File: config.mk
export PLATFORM = sky130hd
export DESIGN_NAME = encoder_volume_ctrl
export DESIGN_NICKNAME = d
export VERILOG_FILES = /design/src/rtl/encoder_volume_ctrl.sv
export SDC_FILE = /design/constraint.sdc
export NUM_CORES = 1
export LEC_CHECK = 0
export BUFFER_PORTS_ARGS = -buffer_cell sky130_fd_sc_hd__buf_2
export CORE_MARGIN = 5
export CORE_UTILIZATION = 53
export CTS_BUF_LIST = sky130_fd_sc_hd__clkbuf_8
export CTS_CLUSTER_DIAMETER = 60
export CTS_CLUSTER_SIZE = 28
export DETAILED_ROUTE_END_ITERATION = 16
export PLACE_DENSITY = 0.81
export SETUP_SLACK_MARGIN = 0.02
export SLEW_MARGIN = 5
export SYNTH_ARGS = -nofsm -noshare
export SYNTH_HDL_FRONTEND = slang
export SYNTH_SLANG_ARGS = --single-unit
File: constraint.sdc
create_clock -name clk -period 3.6 [get_ports clk]
set_input_delay 0.36 -clock clk [delete_from_list [all_inputs] [get_ports clk]]
set_output_delay 0.36 -clock clk [all_outputs]
set_load 0.03 [all_outputs]
File: src/rtl/encoder_volume_ctrl.sv
// encoder_volume_ctrl
// Converts rotary-encoder steps from an upstream step register into a
// saturating 8-bit volume value that the CPU can also read and write.
//
// Each upstream step is handled by a four-state handshake:
//   IDLE -> ACK -> WAIT_CLR -> UPD -> IDLE.
// ACK pulses rotary_encoder_rd_stb and captures the direction. WAIT_CLR waits
// for the upstream flag to drop. UPD moves the signed sub-detent accumulator
// and, on a full detent, steps the volume.
//
// Optional feature (macro ENC_VOL_ACCEL_EN): a 20-bit saturating interval
// counter measures the time between detents. Detents closer together than
// FAST_CYCLES step the volume by ACCEL_STEP instead of 1. When the macro is
// undefined the counter is absent and the step is always 1.
//
// Ports:
//   clk                   system clock, rising edge
//   reset                 asynchronous, active-high reset
//   enc_state_change      upstream "new step" flag, held until acknowledged
//   rotary_encoder_reg    upstream step register; bit 2 = clockwise
//   rotary_encoder_rd_stb one-cycle acknowledge pulse to upstream
//   vol_wr_stb/vol_wr_data CPU volume write (clamped to VOL_MAX)
//   vol_rd_stb            CPU read strobe, clears vol_changed
//   volume                current volume
//   vol_changed           sticky "volume changed" flag
//   step_pos              signed sub-detent accumulator (debug)
module encoder_volume_ctrl #(
    parameter int unsigned STEPS_PER_DETENT = 4,
    parameter logic [7:0]  VOL_INIT         = 8'd128,
    parameter logic [7:0]  VOL_MAX          = 8'd255,
    parameter logic [19:0] FAST_CYCLES      = 20'd100000,
    parameter int unsigned ACCEL_STEP       = 4
) (
    input  logic              clk,
    input  logic              reset,
    input  logic              enc_state_change,
    input  logic [7:0]        rotary_encoder_reg,
    output logic              rotary_encoder_rd_stb,
    input  logic              vol_wr_stb,
    input  logic [7:0]        vol_wr_data,
    input  logic              vol_rd_stb,
    output logic [7:0]        volume,
    output logic              vol_changed,
    output logic signed [2:0] step_pos
);

    typedef enum logic [1:0] {IDLE, ACK, WAIT_CLR, UPD} state_t;

    localparam logic signed [3:0] SPD = 4'(STEPS_PER_DETENT);

    state_t            state_q, state_d;
    logic              rd_stb_q, rd_stb_d;
    logic              dir_q, dir_d;
    logic signed [2:0] pos_q, pos_d;
    logic [7:0]        vol_q, vol_d;
    logic              chg_q, chg_d;

    logic signed [3:0] pos_nxt;
    logic              det_up, det_dn;
    logic [7:0]        step_sz;

    // Only the direction bit of the upstream register is used.
    logic unused_reg_bits;
    assign unused_reg_bits = ^{rotary_encoder_reg[7:3], rotary_encoder_reg[1:0]};

    // Up step saturating at VOL_MAX; 9-bit sum cannot wrap.
    function automatic logic [7:0] sat_up(input logic [7:0] v, input logic [7:0] s);
        logic [8:0] sum;
        sum = {1'b0, v} + {1'b0, s};
        if (sum > {1'b0, VOL_MAX}) return VOL_MAX;
        return sum[7:0];
    endfunction

    // Down step saturating at 0; 9-bit signed difference cannot wrap.
    function automatic logic [7:0] sat_dn(input logic [7:0] v, input logic [7:0] s);
        logic signed [8:0] diff;
        diff = $signed({1'b0, v}) - $signed({1'b0, s});
        if (diff < 0) return 8'd0;
        return diff[7:0];
    endfunction

`ifdef ENC_VOL_ACCEL_EN
    logic [19:0] ivl_q, ivl_d;

    always_comb begin
        step_sz = (ivl_q < FAST_CYCLES) ? 8'(ACCEL_STEP) : 8'd1;
        ivl_d   = ivl_q;
        if (det_up || det_dn) begin
            ivl_d = 20'd0;
        end else if (ivl_q != 20'hFFFFF) begin
            ivl_d = ivl_q + 20'd1;
        end
    end

    always_ff @(posedge clk or posedge reset) begin
        if (reset) ivl_q <= FAST_CYCLES;
        else       ivl_q <= ivl_d;
    end
`else
    always_comb step_sz = 8'd1;
`endif

    always_comb begin
        state_d = state_q;
        dir_d   = dir_q;
        pos_d   = pos_q;
        vol_d   = vol_q;
        chg_d   = chg_q;
        det_up  = 1'b0;
        det_dn  = 1'b0;
        pos_nxt = {pos_q[2], pos_q} + (dir_q ? 4'sd1 : -4'sd1);

        case (state_q)
            IDLE:     if (enc_state_change) state_d = ACK;
            ACK: begin
                state_d = WAIT_CLR;
                dir_d   = rotary_encoder_reg[2];
            end
            WAIT_CLR: if (!enc_state_change) state_d = UPD;
            UPD: begin
                state_d = IDLE;
                // A coincident CPU write discards this step entirely.
                if (!vol_wr_stb) begin
                    if (pos_nxt == SPD) begin
                        pos_d  = 3'sd0;
                        det_up = 1'b1;
                    end else if (pos_nxt == -SPD) begin
                        pos_d  = 3'sd0;
                        det_dn = 1'b1;
                    end else begin
                        pos_d  = pos_nxt[2:0];
                    end
                end
            end
            default:  state_d = IDLE;
        endcase

        // Acknowledge is high for exactly the cycle spent in ACK.
        rd_stb_d = (state_d == ACK);

        if (det_up)      vol_d = sat_up(vol_q, step_sz);
        else if (det_dn) vol_d = sat_dn(vol_q, step_sz);

        // Sticky flag: a real change wins over a simultaneous read.
        if (vol_d != vol_q) chg_d = 1'b1;
        else if (vol_rd_stb) chg_d = 1'b0;

        // CPU writes do not touch vol_changed.
        if (vol_wr_stb) begin
            vol_d = (vol_wr_data > VOL_MAX) ? VOL_MAX : vol_wr_data;
            pos_d = 3'sd0;
        end
    end

    always_ff @(posedge clk or posedge reset) begin
        if (reset) begin
            state_q  <= IDLE;
            rd_stb_q <= 1'b0;
            dir_q    <= 1'b0;
            pos_q    <= 3'sd0;
            vol_q    <= VOL_INIT;
            chg_q    <= 1'b0;
        end else begin
            state_q  <= state_d;
            rd_stb_q <= rd_stb_d;
            dir_q    <= dir_d;
            pos_q    <= pos_d;
            vol_q    <= vol_d;
            chg_q    <= chg_d;
        end
    end

    assign rotary_encoder_rd_stb = rd_stb_q;
    assign volume                = vol_q;
    assign vol_changed           = chg_q;
    assign step_pos              = pos_q;

endmodule

# --- After elaboration in Yosys (flattened, before gate mapping) ---
# Index checks and enable logic that the tools add are counted.
word_totals:
  register_bits: 16
  elab_cells: 52
  latchBits: 0
  mem_bits_rw: 0
  mem_count: 0
  input_bits: 21
  rom_bits: 0
classes:
  n_reduce_logical: 3
  multipliers: 0
  eq_ne: 7
  n_shift: 0
  n_bitwise: 0
  n_addsub: 3
  n_div: 0
  magnitude_cmp: 3
  n_mux: 30
op_table:
  columns: ["cell", "count"]
  rows:
  - ["$mux 8", 8]
  - ["$mux 1", 14]
  - ["$mux 3", 4]
  - ["$add 8x1->9 const B", 1]
  - ["$gt 9x8->1 const B", 1]
  - ["$lt 9x1->1 const B", 1]
  - ["$sub 8x1->9 const B", 1]
  - ["$gt 8x8->1 const B", 1]
  - ["$ne 8x8->1", 1]
  - ["$pmux 2 s4", 1]
  - ["$add 4x4->4", 1]
  - ["$eq 2x1->1 const B", 2]
  - ["$eq 2x2->1 const B", 2]
  - ["$eq 4x3->1 const B", 1]
  - ["$eq 4x4->1 const B", 1]
  - ["$mux 2", 2]
  - ["$mux 4", 1]
  - ["$reduce_bool 2->1", 2]
  - ["$logic_not 2->1", 1]

# --- Longest topological paths before layout ---
# Gate-level depths: netlist (run 1).
depth:
  depth_word: 14
  depth_mapped: 10

# --- Least setup slack after synthesis (run 1) ---
# OpenSTA, ideal clock, no wires.
synth_path:
  path_type: "register to register"
  startpoint: "reg pos_q[0] (netlist: step_pos[0])"
  endpoint: "reg chg_q (netlist: vol_changed)"
  stages_incl_launch_ff: 9
  n_path_buf: 1
  path_slack_ns: 0.667
  setup_ns: 0.126
  t_arrival_ns: 2.807
  path_cell_list: "dfrtp_1 inv_1 fa_1 xor2_1 or3_1 buf_6 or4_4 a32o_1 a221o_1"
synth_between:
  elab_chain_len: 10
  elab_cells_between_ends: 15
  classes_between: "add/sub (1); eq/ne (3); mux (10); reduce/logical (1)"
synth_lines:
  columns: ["item", "line", "source"]
  rows:
  - ["start: declaration", "54", "logic signed [2:0] pos_q, pos_d;"]
  - ["start signal: assignment", "167", "pos_q <= pos_d;"]
  - ["$add 4x4->4 (*)", "111", "pos_nxt = {pos_q[2], pos_q} + (dir_q ? 4'sd1 : -4'sd1);"]
  - ["$eq 4x3->1", "127", "end else if (pos_nxt == -SPD) begin"]
  - ["$mux 1", "127", null]
  - ["$mux 1", "124", "if (pos_nxt == SPD) begin"]
  - ["$mux 1", "123", "if (!vol_wr_stb) begin"]
  - ["$mux 1", "113", "case (state_q)"]
  - ["$mux 8", "142", "else if (det_dn) vol_d = sat_dn(vol_q, step_sz);"]
  - ["$mux 8 (*)", "141", "if (det_up) vol_d = sat_up(vol_q, step_sz);"]
  - ["$ne 8x8->1 (*)", "145", "if (vol_d != vol_q) chg_d = 1'b1;"]
  - ["$mux 1 or $reduce_bool 2->1 (tied branches)", null, null]
  - ["end signal: assignment", "169", "chg_q <= chg_d;"]
  - ["end: declaration", "56", "logic chg_q, chg_d;"]
# Mark *: on every way between the ends. The rest lies on a longest branch, timed or not.
# A chain may end at the register's enable or synchronous reset.

# --- Worst setup path after layout (run 1) ---
# Ends and elaborated chain as after synthesis.

==> results of run 1 <==
[worst paths after layout]
kind                               endpoint  slack, ns  cells after the start
worst min register to register  step_pos[2]       0.57                      2
worst max register to register  vol_changed       0.69                      7
worst max-delay path            vol_changed       0.69                      7
min in group clk                  volume[5]       0.31                      3
max in group asynchronous             dir_q       3.03                      2
worst min-delay path              volume[3]       0.17                      2
[per-stage QoR]
stage	std cells	hold WS, ns	area [sq um]
after floorplan	141	0.273	1200
after global placement	186	0.462	1320
after detailed placement	186	0.469	1320
after CTS	190	0.190	1380
after global routing	190	0.235	1380
final	190	0.167	1380
[flip-flops by register name, indices dropped and copies added (netlist names)]
signal / flops
dir_q: 1
rotary_encoder_rd_stb: 1
state_q: 2
step_pos: 3
vol_changed: 1
volume: 8
[final cells by class]
class / count / area [sq um]
repair buffers: 26 / 130
inverters: 10 / 37.5
multi-input cells: 106 / 719
flip-flops and latches: 16 / 402
fillers: 190 / 812
clock buffers: 4 / 55.1
well taps: 28 / 35.0
[cells in the mapped netlist (all sizes together) (2+ instances only)]
library cell   n
dfrtp         15
nor2          15
a21oi         10
inv           10
nand2         10
o21ai         10
ha             9
clkbuf         7
xor2           7
or4            6
nand3          4
o31ai          4
nor2b          3
o22ai          3
or3            3
xnor2          3
a211oi         2
buf            2
[power by group through the flow]
stage	clock, mW	sequential, mW	combinational (mW)
detailed placement	0	0.282	0.453
CTS	0.168	0.279	0.453
floorplan	0	0.324	0.307
global route	0.174	0.288	0.508
finish	0.163	0.280	0.454
global placement	0	0.279	0.429
[logic make-up (layout without fill, tap and decap cells)]
logic type,Yosys count,count (layout)
simple gates,48,48
fa+ha+maj,10,10
compound gates,36,36
xor+xnor,10,10
flops,16,16
mux,2,2
buf+inv,19,40
[per-layer routing]
metal,wire length (um),vias to the layer above
li1,-,544
met3,150,6
met4,35,0
met5,0,-
met1,1170,523
met2,1280,29
==> results.toml, run 1 <==
[power]
p_int_mw = 0.489
swShare_pct = 45.5
combinationalPowerShare_pct = 50.6
p_clk_share_pct = 18.2
leakage_nw = 0.635
seqPwrFrac_pct = 31.2
p_total_mw = 0.898
ir_worst_vdd_mv = 0.542
p_per_area_nw_per_um2 = 651
switchingPower_mw = 0.409

[timing]
setup_viol = 0
fmax_mhz = 344
skew_ns = 0.00392
maxSlewHeadroom_pct = 45.9
setup-tns-final_ns = 0
hold_viol_final = 0
worst_pin_slew_ns = 0.805
setup_slack_ns = 0.695
drv_slew = 0
fin_crit_ns = 2.91
timing.final.crit_share_pct = 80.7
rsz0062_at_grt = "false"

[layout]
final_cell_mix = "buf_2, nor2_1, dfrtp_1"
utilization_pct = 62.9
final_common_cell = "buf_2"
drive_above_1_share_pct = 22.2
finalNetCount = 194
syn_to_final_growth_pct = 14.9
diodes = 0

[die]
coreArea_sq_um = 2190
initial_core_util_pct = 54.8
fp.dieArea_sq_um = 3320
num_rows = 17
die_w_um = 57.6
die_h_um = 57.6
pin_count = 34

[clock_tree]
insertion_delay_ns = 0.26
cts-root-buf = "clkbuf_8"
htreeDepth = 1
clkTransAtPathRegs_ns = 0.07
clock_path_buffers = 2
cts_setup_buffers = 0
cts_resized = 0
ctsHoldBuffers = 0
clock_sinks = 16
numCtsBuffers = 3
cts_tree = "yes"

[setup_path]
crit_fanout = 10
end_kind = "flop"
cp-start-kind = "flop"
path_class = "reg -> reg"
cp_slowest_cell = "or4_4"
critical_path.top_delay_family = "simple AND/OR/NAND/NOR gates"
required_ns = 3.74
critPathBufInv = 1
critPathArrivalTime_ns = 3.04
max_stage_delay_ns = 0.56
crit_path_start = "step_pos[0]"
path_cells = "inv_1, fa_1, xor2_1, or3_1, or4_4, a32o_1, a221o_1"
reg2reg_from = "step_pos[0]"

[logic_synthesis]
muxShareOfSynthArea_pct = 1.77
synth_ff_type = "dfrtp_1"
syn_inst = 141
synth_area_leaders = "dfrtp_1, ha_1, xor2_1"
synthSimpleGateAreaFrac_pct = 21.0
synth_area_leader_cell = "dfrtp_1"
synth_cell_type_count = 40
synth_top_family_by_area = "simple AND/OR/NAND/NOR gates"
synth_seq_cells = 16
ys_async_sr_fraction_pct = 100
syn_area_sq_um = 1200
synthAdderAreaFrac_pct = 11.1
synth_edf_count = 0
yosys_warnings = 0
synth_nets = 172
syn_area_per_cell_sq_um = 8.51
synth_xor_area_share_pct = 7.30
synth_sequential_area_ratio_pct = 33.5
synth_top_area_share_pct = 31.3
synth-compound-area-share_pct = 18.9

[detailed_routing]
vias = 1102
drcViolationCount = 0
drt_iter0_markers = 36
wl_per_cell_um = 13.9
ant_nets = 0
vias_per_cell = 5.80
first_pass_iters = 4
wl_um = 2630

[grt]
grt_overflow = 0
antenna_found_initial = 0
grt_pass1_wl_um = 4550
gr-usage-all-layers_pct = 17.2
grt_pass1_vias = 1031
grtUsageMet2_pct = 29.5
grt_max_degree = 22
met3_usage_pct = 4.52
grt_use_met1_pct = 20.7
gr-max-usage-layer = "met2"

[place]
port_buffers = 26
dp_slack_ns = 0.729
gp_congestion = 0.871
place_hpwl_um = 1930

[outcome]
run_status = "finished clean"

[run]
cap_violations = 0

[min_path]
hold_path.class = "in -> async"
Note: power is estimated with default switching activity, not from simulation.
==> run 2, diff against run 1 <==
- CORE_UTILIZATION: 53 -> 48
- PLACE_DENSITY: 0.81 -> 0.77
- clock period: 3.6 -> 2.45 ns (I/O delays scaled with it)
==> run 2 against run 1 <==
  * The run now ends with setup timing left
  * Combinational power grew 120%
  * Flip-flop and latch count is the same
  * Sequential share of layout area shrank 4.2 points
  * Critical endpoint unchanged
==> results.toml, run 2 (synthesis results as in run 1) <==
[outcome]
run_status = "finished, violations left"
violations = "setup timing"

[layout]
final_common_cell = "buf_2"
largest_reg_flops = 8
utilization_pct = 67.0
drive_above_1_share_pct = 41.2
syn_to_final_growth_pct = 35.8
final_cell_mix = "buf_2, buf_4, nor2_1"
fin_cells = 212
diodes = 0
finalNetCount = 214

[setup_path]
end_kind = "flop"
path_cells = "inv_2, fa_2, xor2_2, or3_4, or4_4, a32o_1, a221o_1"
cp-start-kind = "flop"
max_stage_delay_ns = 0.52
cp_slowest_cell = "or4_4"
crit_fanout = 4
path_class = "reg -> reg"
required_ns = 2.60
critPathArrivalTime_ns = 2.71

[clock_tree]
htreeDepth = 1
clock_sinks = 16
insertion_delay_ns = 0.26
cts-root-buf = "clkbuf_8"
clock_path_buffers = 2
numCtsBuffers = 3
cts_tree = "yes"
clkTransAtPathRegs_ns = 0.07
ctsHoldBuffers = 0

[grt]
grt_pass1_vias = 1172
grt_overflow = 0
grt_max_degree = 21
gr-usage-all-layers_pct = 19.7
grt_pass1_wl_um = 5270
antenna_found_initial = 0

[place]
dp.cells = 203
gp_congestion = 0.898
port_buffers = 26
place_hpwl_um = 2390
dp_slack_ns = -0.118

[timing]
fmax_mhz = 391
maxSlewHeadroom_pct = 59.0
worst_pin_slew_ns = 0.614
timing.final.crit_share_pct = 104
drv_slew = 0
rsz0062_at_grt = "true"
skew_ns = 0.00367
setup_viol = 6
setup_slack_ns = -0.110
hold_viol_final = 0
fin_crit_ns = 2.56

[power]
leakage_nw = 0.737
p_per_area_nw_per_um2 = 1030
ir_worst_vdd_mv = 0.872

[detailed_routing]
wl_um = 3310
wl_per_cell_um = 15.6
vias = 1225
drt_iter0_markers = 69
vias_per_cell = 5.78
drcViolationCount = 0
ant_nets = 0
first_pass_iters = 4

[min_path]
hold_path.class = "in -> async"

[die]
die_h_um = 60.0
coreArea_sq_um = 2430
num_rows = 18
fp.dieArea_sq_um = 3600
initial_core_util_pct = 49.3
pin_count = 34
die_w_um = 60.0

[run]
cap_violations = 0
run 2: cell types whose count changed in the layout (fill, tap and decap cells not counted), sizes merged:
cell  previous run  this run
buf             26        46
run 2: through the flow:
step	TNS, ns	area (sq um)	hold slack, ns	total power [mW]
after floorplan	-0.267	1220	0.158	0.960
after global placement	-0.0871	1460	0.358	1.23
after detailed placement	-0.470	1460	0.354	1.29
after CTS	-0.0884	1550	0.0746	1.58
after global routing	-0.716	1630	0.110	1.78
final	-0.346	1630	0.0476	1.67
run 2: worst paths after layout:
path | from | end | slack [ns] | cells past startpoint
max reg2reg | step_pos[1] | vol_changed | -0.11 | 7
min reg2reg | vol_changed | vol_changed | 0.62 | 2
min in group clk | vol_wr_data[5] | volume[5] | 0.19 | 3
min | reset | volume[2] | 0.05 | 2
max in group asynchronous | reset | step_pos[1] | 1.97 | 2
max | step_pos[1] | vol_changed | -0.11 | 7
run 2: final cells by class:
type	instances	area, sq um
Sequential cell	16	405
Tap cell	30	37.5
Fill cell	197	803
Timing Repair Buffer	46	292
Multi-Input combinational cell	106	802
Inverter	10	37.5
Clock buffer	4	55.1
run 2: repair_timing:
| item | in CTS | in global routing |
|---|---|---|
| setup buffers | 0 | 5 |
| endpoints found under the setup margin | 8 | 5 |
| resized for setup | 8 | 7 |
| endpoints found under the hold margin | 0 | 0 |
| pin swaps | 3 | 4 |
run 2: worst max-delay path, delay by kind of cell, from the launching register on:
kind | cells | cell delay [ns]
AOI/OAI and AO/OA | 2 | 0.53
xor gates and xnor gates | 1 | 0.16
adders and majority gates | 1 | 0.38
buffers and inverters | 1 | 0.05
DFF | 1 | 0.42
and+or+nand+nor | 2 | 0.91
run 2: metal layers:
metal | wire [um] | global-route usage (%)
met1 | 1340 | 24.6
met2 | 1610 | 32.3
met3 | 306 | 4.32
met4 | 48 | 8.54
met5 | 0 | 0
run 2: report_power, final:
| part | internal (mW) | switching, mW | total (mW) | leakage [nW] |
|---|---|---|---|---|
| sequential | 0.339 | 0.0761 | 0.415 | 0.193 |
| combinational | 0.458 | 0.551 | 1.01 | 0.516 |
| clock | 0.143 | 0.103 | 0.246 | 0.0288 |
| total | 0.940 | 0.730 | 1.67 | 0.737 |
